==> src/rtl/redirect_ctrl.sv <==
`default_nettype none
// ============================================================================
// redirect_ctrl : turns taken decode-stage branches into IFU redirects,
//                 flushes IF/ID, kills stale fetches, and counts branches.
// Revision 1.0
// ============================================================================
module redirect_ctrl #(
    parameter logic [31:0] RESET_PC = 32'h8000_0000,
    parameter int          CNT_W    = 32
) (
    input  logic             clk,
    input  logic             rst,
    input  logic             id_valid_i,
    output logic             id_ready_o,
    input  logic             branch_en_i,
    input  logic [31:0]      dnpc_i,
    output logic             redirect_valid_o,
    output logic [31:0]      redirect_pc_o,
    input  logic             redirect_ready_i,
    output logic             flush_o,
    input  logic             if_valid_i,
    input  logic [31:0]      if_pc_i,
    output logic             kill_o,
    output logic             misalign_o,
    output logic [CNT_W-1:0] branch_cnt_o,
    output logic [CNT_W-1:0] taken_cnt_o
);

    typedef enum logic [1:0] {
        S_IDLE     = 2'd0,
        S_WAIT_ACK = 2'd1,
        S_DRAIN    = 2'd2
    } state_t;

    localparam logic [CNT_W-1:0] C_CNT_ONE = {{(CNT_W-1){1'b0}}, 1'b1};

    state_t           r_state;
    logic             r_id_ready;
    logic             r_redirect_valid;
    logic [31:0]      r_redirect_pc;
    logic             r_flush;
    logic             r_misalign;
    logic [CNT_W-1:0] r_branch_cnt;
    logic [CNT_W-1:0] r_taken_cnt;

    logic w_handshake;
    logic w_aligned;
    logic w_target_hit;

    assign w_handshake  = id_valid_i & r_id_ready;
    assign w_aligned    = (dnpc_i[1:0] == 2'b00);
    assign w_target_hit = if_valid_i & (if_pc_i == r_redirect_pc);

    always_ff @(posedge clk or negedge rst) begin
        if (!rst) begin
            r_state          <= S_IDLE;
            r_id_ready       <= 1'b1;
            r_redirect_valid <= 1'b0;
            r_redirect_pc    <= RESET_PC;
            r_flush          <= 1'b0;
            r_misalign       <= 1'b0;
            r_branch_cnt     <= '0;
            r_taken_cnt      <= '0;
        end else begin
            r_flush    <= 1'b0;
            r_misalign <= 1'b0;
            case (r_state)
                S_IDLE: begin
                    if (w_handshake) begin
                        r_branch_cnt <= r_branch_cnt + C_CNT_ONE;
                        if (branch_en_i && !w_aligned) begin
                            r_misalign <= 1'b1;
                        end else if (branch_en_i) begin
                            r_taken_cnt      <= r_taken_cnt + C_CNT_ONE;
                            r_redirect_pc    <= dnpc_i;
                            r_redirect_valid <= 1'b1;
                            r_flush          <= 1'b1;
                            r_id_ready       <= 1'b0;
                            r_state          <= S_WAIT_ACK;
                        end
                    end
                end
                S_WAIT_ACK: begin
                    if (redirect_ready_i) begin
                        r_redirect_valid <= 1'b0;
                        r_state          <= S_DRAIN;
                    end
                end
                S_DRAIN: begin
                    // Only a delivery from the new target ends the drain.
                    if (w_target_hit) begin
                        r_id_ready <= 1'b1;
                        r_state    <= S_IDLE;
                    end
                end
                default: begin
                    r_state          <= S_IDLE;
                    r_id_ready       <= 1'b1;
                    r_redirect_valid <= 1'b0;
                end
            endcase
        end
    end

    // While waiting for the IFU ack every delivery is stale, even a matching one.
    always_comb begin
        kill_o = 1'b0;
        case (r_state)
            S_WAIT_ACK: kill_o = if_valid_i;
            S_DRAIN:    kill_o = if_valid_i & ~w_target_hit;
            default:    kill_o = 1'b0;
        endcase
    end

    assign id_ready_o       = r_id_ready;
    assign redirect_valid_o = r_redirect_valid;
    assign redirect_pc_o    = r_redirect_pc;
    assign flush_o          = r_flush;
    assign misalign_o       = r_misalign;
    assign branch_cnt_o     = r_branch_cnt;
    assign taken_cnt_o      = r_taken_cnt;

endmodule
`default_nettype wire

==> config.mk <==
export PLATFORM = sky130hd
export DESIGN_NAME = redirect_ctrl
export DESIGN_NICKNAME = d
export VERILOG_FILES = /design/src/rtl/redirect_ctrl.sv
export SDC_FILE = /design/constraint.sdc
export NUM_CORES = 1
export LEC_CHECK = 0
export CELL_PAD_IN_SITES_DETAIL_PLACEMENT = 0
export CELL_PAD_IN_SITES_GLOBAL_PLACEMENT = 2
export CORE_MARGIN = 2
export CORE_UTILIZATION = 30
export CTS_BUF_LIST = sky130_fd_sc_hd__clkbuf_4 sky130_fd_sc_hd__clkbuf_8
export DETAILED_ROUTE_END_ITERATION = 16
export PLACE_DENSITY_LB_ADDON = 0.1
export SLEW_MARGIN = 15
export SYNTH_ARGS = -nofsm -noshare
export SYNTH_HDL_FRONTEND = slang
export SYNTH_SLANG_ARGS = --single-unit
==> constraint.sdc <==
create_clock -name clk -period 3.65 [get_ports clk]
set_input_delay 0.365 -clock clk [delete_from_list [all_inputs] [get_ports clk]]
set_output_delay 0.365 -clock clk [all_outputs]
set_load 0.01 [all_outputs]
==> flow_summary.rst <==
.. list-table::
   :header-rows: 1

   * - Metric
     - Value
   * - Startpoint of the worst hold path
     - branch_cnt_o[31]
   * - Maximum buffer depth of the clock tree
     - 2
   * - Power consumption
     - 0.00194 W
   * - Area of the mapped netlist
     - 0.00473 mm^2
   * - Final setup TNS
     - 0 ns
   * - 1st-pass router iterations
     - 4
   * - Share of flip-flops with an asynchronous set or reset after synthesis
     - 1.00
   * - Via count normalized by instance count
     - 4.54
   * - Count of input and output buffers
     - 170
   * - Aggregate routed wire length
     - 12600 um
   * - Die extent in x
     - 130 um
   * - Portion of the post-synthesis area used by sequential elements
     - 0.541
   * - Area enclosed by the die boundary
     - 0.0168 mm^2
   * - Top fanout value on the critical path
     - 6
   * - Slew of the pin with the lowest slew margin
     - 0.720 ns
   * - Syn Area/Cell
     - 10.2 um^2
   * - Synth Warn #
     - 0
   * - Num CTS Buffers
     - 9
   * - Routed via count
     - 3882
   * - WL per Instance
     - 14.8 um
   * - Peak per-stage delay on the critical path
     - 0.57 ns
   * - Number of violations of the max-capacitance limit
     - 0
   * - Clock period minus worst slack
     - 3.12 ns
   * - Max_slew headroom
     - 0.520
   * - Final hold vios
     - 0
   * - Arrival time worst endpoint
     - 2.75 ns
   * - TritonCTS clock tree
     - built
   * - Fraction of final layout cells sized beyond drive strength 1
     - 0.0481
   * - Startpoint type of the worst setup path
     - register
   * - Final cycle utilization of the critical path
     - 0.854
   * - Sequential standard cell area
     - 0.00255 mm^2
   * - Number of flops mapped to enable cells by yosys
     - 0
   * - Crit path required time
     - 3.28 ns
   * - Number of remaining DRC errors
     - 0
   * - Max Fclk
     - 0.321 GHz
   * - Mapped Nets
     - 539
   * - Power density relative to cell area
     - 282 mW/mm^2
   * - Flip-flop and latch count after synthesis
     - 102
   * - I/O pin total
     - 171
   * - Remaining Overflow, GRT
     - 0
   * - Worst r2r src
     - r_state[0]
   * - Number of violations reported at the end of detailed-routing iteration 0
     - 181
   * - Vertical die dimension
     - 130 um
   * - CTS Sinks
     - 102
   * - Clock latency at the later pin of the worst-skew pair
     - 0.39 ns
   * - Series of cell instances along the critical path
     - xor2_1 > nor4_1 > nand4_1 > o21ai_0 > a21oi_1 > clkdlybuf4s50_1
   * - RSZ-0062 raised after global routing
     - false
   * - Fill count
     - 1463
   * - Sum of buffers and inverters on the critical path
     - 1
   * - Effective utilization at floorplan
     - 0.309
   * - Wire length of the first global-routing pass
     - 19900 um
   * - Cell type of the slowest stage on the worst timing path
     - sky130_fd_sc_hd__nor4_1
   * - Maximum VDD drop
     - 0.154 mV
   * - Maximum number of pins on one net before global-route repair
     - 61
   * - Detailed placer's ending HPWL
     - 9250 um
   * - Number of standard-cell rows in the floorplan
     - 45
   * - Standby leakage power
     - 3.16 nW
   * - CP Class
     - reg2out
   * - Area growth, synth to finish
     - 45.6%
   * - H-tree depth
     - 3
   * - Area taken by multi-input logic gates
     - 0.00208 mm^2
   * - Number of global-route vias before repair
     - 3808
   * - CP Launch Point
     - redirect_pc_o[24]
   * - Core footprint
     - 0.0153 mm^2
   * - Count of mapped cells out of synthesis
     - 464
   * - Final ANT Viol Nets
     - 0
   * - Number of antenna violations at the first check in global routing
     - 0
   * - Clock input transition at the sequential cells of the worst setup and hold paths
     - 0.11 ns
   * - GRT Util Overall
     - 0.154
   * - Delay-heaviest family, CP
     - simple AND/OR/NAND/NOR gates
   * - Final RePlAce weighted congestion
     - 0.748
   * - Setup violation total in the final timing report
     - 0
   * - Count of pins over their slew limit
     - 0
   * - HP Class
     - reg2reg
   * - Largest clock skew in the final design
     - 0.0141 ns
   * - Result of the run
     - finished clean
   * - Primary flip-flop cell chosen by synthesis mapping
     - sky130_fd_sc_hd__dfrtp_1
   * - Crit. End Element
     - output port
   * - Count of cell types in the netlist
     - 37
   * - Count of nets after finishing
     - 714
   * - PostCTS Resize Cnt
     - 0
   * - Antenna diode count
     - 0
   * - Clock root buffer
     - sky130_fd_sc_hd__clkbuf_8
==> synth_stat cells, types with 2 or more instances <==
| master | n | share of area |
|---|---|---|
| sky130_fd_sc_hd__buf_1 | 3 | 0.0024 |
| sky130_fd_sc_hd__inv_1 | 12 | 0.0095 |
| sky130_fd_sc_hd__nand2_1 | 119 | 0.095 |
| sky130_fd_sc_hd__xnor2_1 | 48 | 0.089 |
| sky130_fd_sc_hd__ha_1 | 5 | 0.013 |
| sky130_fd_sc_hd__nor4_1 | 14 | 0.019 |
| sky130_fd_sc_hd__and3_1 | 12 | 0.016 |
| sky130_fd_sc_hd__xor2_1 | 46 | 0.085 |
| sky130_fd_sc_hd__a21oi_1 | 2 | 0.0021 |
| sky130_fd_sc_hd__nor3_1 | 6 | 0.0064 |
| sky130_fd_sc_hd__dfrtp_1 | 100 | 0.53 |
| sky130_fd_sc_hd__clkbuf_1 | 7 | 0.0056 |
| sky130_fd_sc_hd__o21ai_0 | 3 | 0.0032 |
| sky130_fd_sc_hd__nand3_1 | 23 | 0.024 |
| sky130_fd_sc_hd__nor2_1 | 13 | 0.010 |
| sky130_fd_sc_hd__and4_1 | 5 | 0.0093 |
| sky130_fd_sc_hd__dfstp_2 | 2 | 0.011 |
| sky130_fd_sc_hd__o31ai_1 | 3 | 0.0048 |
| sky130_fd_sc_hd__and2_1 | 6 | 0.0079 |
| sky130_fd_sc_hd__nand4_1 | 17 | 0.023 |
| sky130_fd_sc_hd__or2_2 | 2 | 0.0026 |
==> cell families (layout without fill, tap and decap cells) <==
kind of cell	after synthesis	in the layout	synth area share
buffers and inverters	24	204	0.0201
adders and majority gates	5	5	0.0132
DFF	102	102	0.541
AOI/OAI and AO/OA	14	14	0.0207
and+or+nand+nor	224	224	0.229
xor gates and xnor gates	94	94	0.174
muxes	1	1	0.00238
==> layer usage <==
metal	global-route usage	share of wire
met5	0	0
met4	0.0361	0.0082
met3	0.0623	0.079
met2	0.250	0.47
met1	0.192	0.44
==> layout by cell type, fill, tap and decap left out, types with 6 or more instances in the layout <==
| master | n |
|---|---|
| sky130_fd_sc_hd__inv_1 | 12 |
| sky130_fd_sc_hd__and3_1 | 12 |
| sky130_fd_sc_hd__xnor2_1 | 48 |
| sky130_fd_sc_hd__nor2_1 | 13 |
| sky130_fd_sc_hd__nand4_1 | 17 |
| sky130_fd_sc_hd__clkdlybuf4s50_1 | 169 |
| sky130_fd_sc_hd__and2_1 | 6 |
| sky130_fd_sc_hd__dfrtp_1 | 100 |
| sky130_fd_sc_hd__xor2_1 | 46 |
| sky130_fd_sc_hd__nor3_1 | 6 |
| sky130_fd_sc_hd__nand2_1 | 119 |
| sky130_fd_sc_hd__clkbuf_8 | 9 |
| sky130_fd_sc_hd__nand3_1 | 23 |
| sky130_fd_sc_hd__nor4_1 | 14 |
==> layout make-up <==
type,count,share of cell area
flip-flops and latches,102,0.371
clock buffers,10,0.0191
multi-input cells,338,0.302
well taps,211,0.0384
repair buffers,176,0.256
clock inverters,6,0.00745
inverters,12,0.00655
==> state kept, by name, indices dropped and copies added, names as in the netlist <==
name,cells
branch_cnt_o,32
flush_o,1
id_ready_o,1
misalign_o,1
r_state,2
redirect_pc_o,32
redirect_valid_o,1
taken_cnt_o,32
==> where the power goes <==
group / total [W] / internal (W) / switching (W)
combinational: 0.000121 / 0.0000758 / 0.0000449
clock: 0.000694 / 0.000266 / 0.000428
sequential: 0.00113 / 0.00113 / 0
==> through the flow <==
stage	hold WS [ns]	cells	cell area (um^2)	utilization	setup slack [ns]
2_1_floorplan	0.0694	464	4730	-	1.34
3_3_place_gp	0.414	838	6690	0.437	0.580
3_5_place_dp	0.415	838	6690	0.437	0.615
4_1_cts	0.456	855	6880	0.449	0.507
5_1_grt	0.462	855	6880	0.449	0.342
6_report	0.483	855	6880	0.449	0.534
==> final timing paths <==
kind | endpoint | slack [ns] | cells past startpoint
max | kill_o | 0.53 | 6
min | branch_cnt_o[31] | 0.48 | 1
max reg2reg | taken_cnt_o[2] | 0.99 | 8
min reg2reg | branch_cnt_o[31] | 0.48 | 1
max in group asynchronous | redirect_pc_o[15] | 2.40 | 3
min in group asynchronous | branch_cnt_o[26] | 0.52 | 2
==> repair_timing <==
action | CTS | global route
buffers inserted | 0 | 0
hold endpoints to repair | 34 | 0
hold buffers | 1 | 0
(Power assumes the default switching activity.)
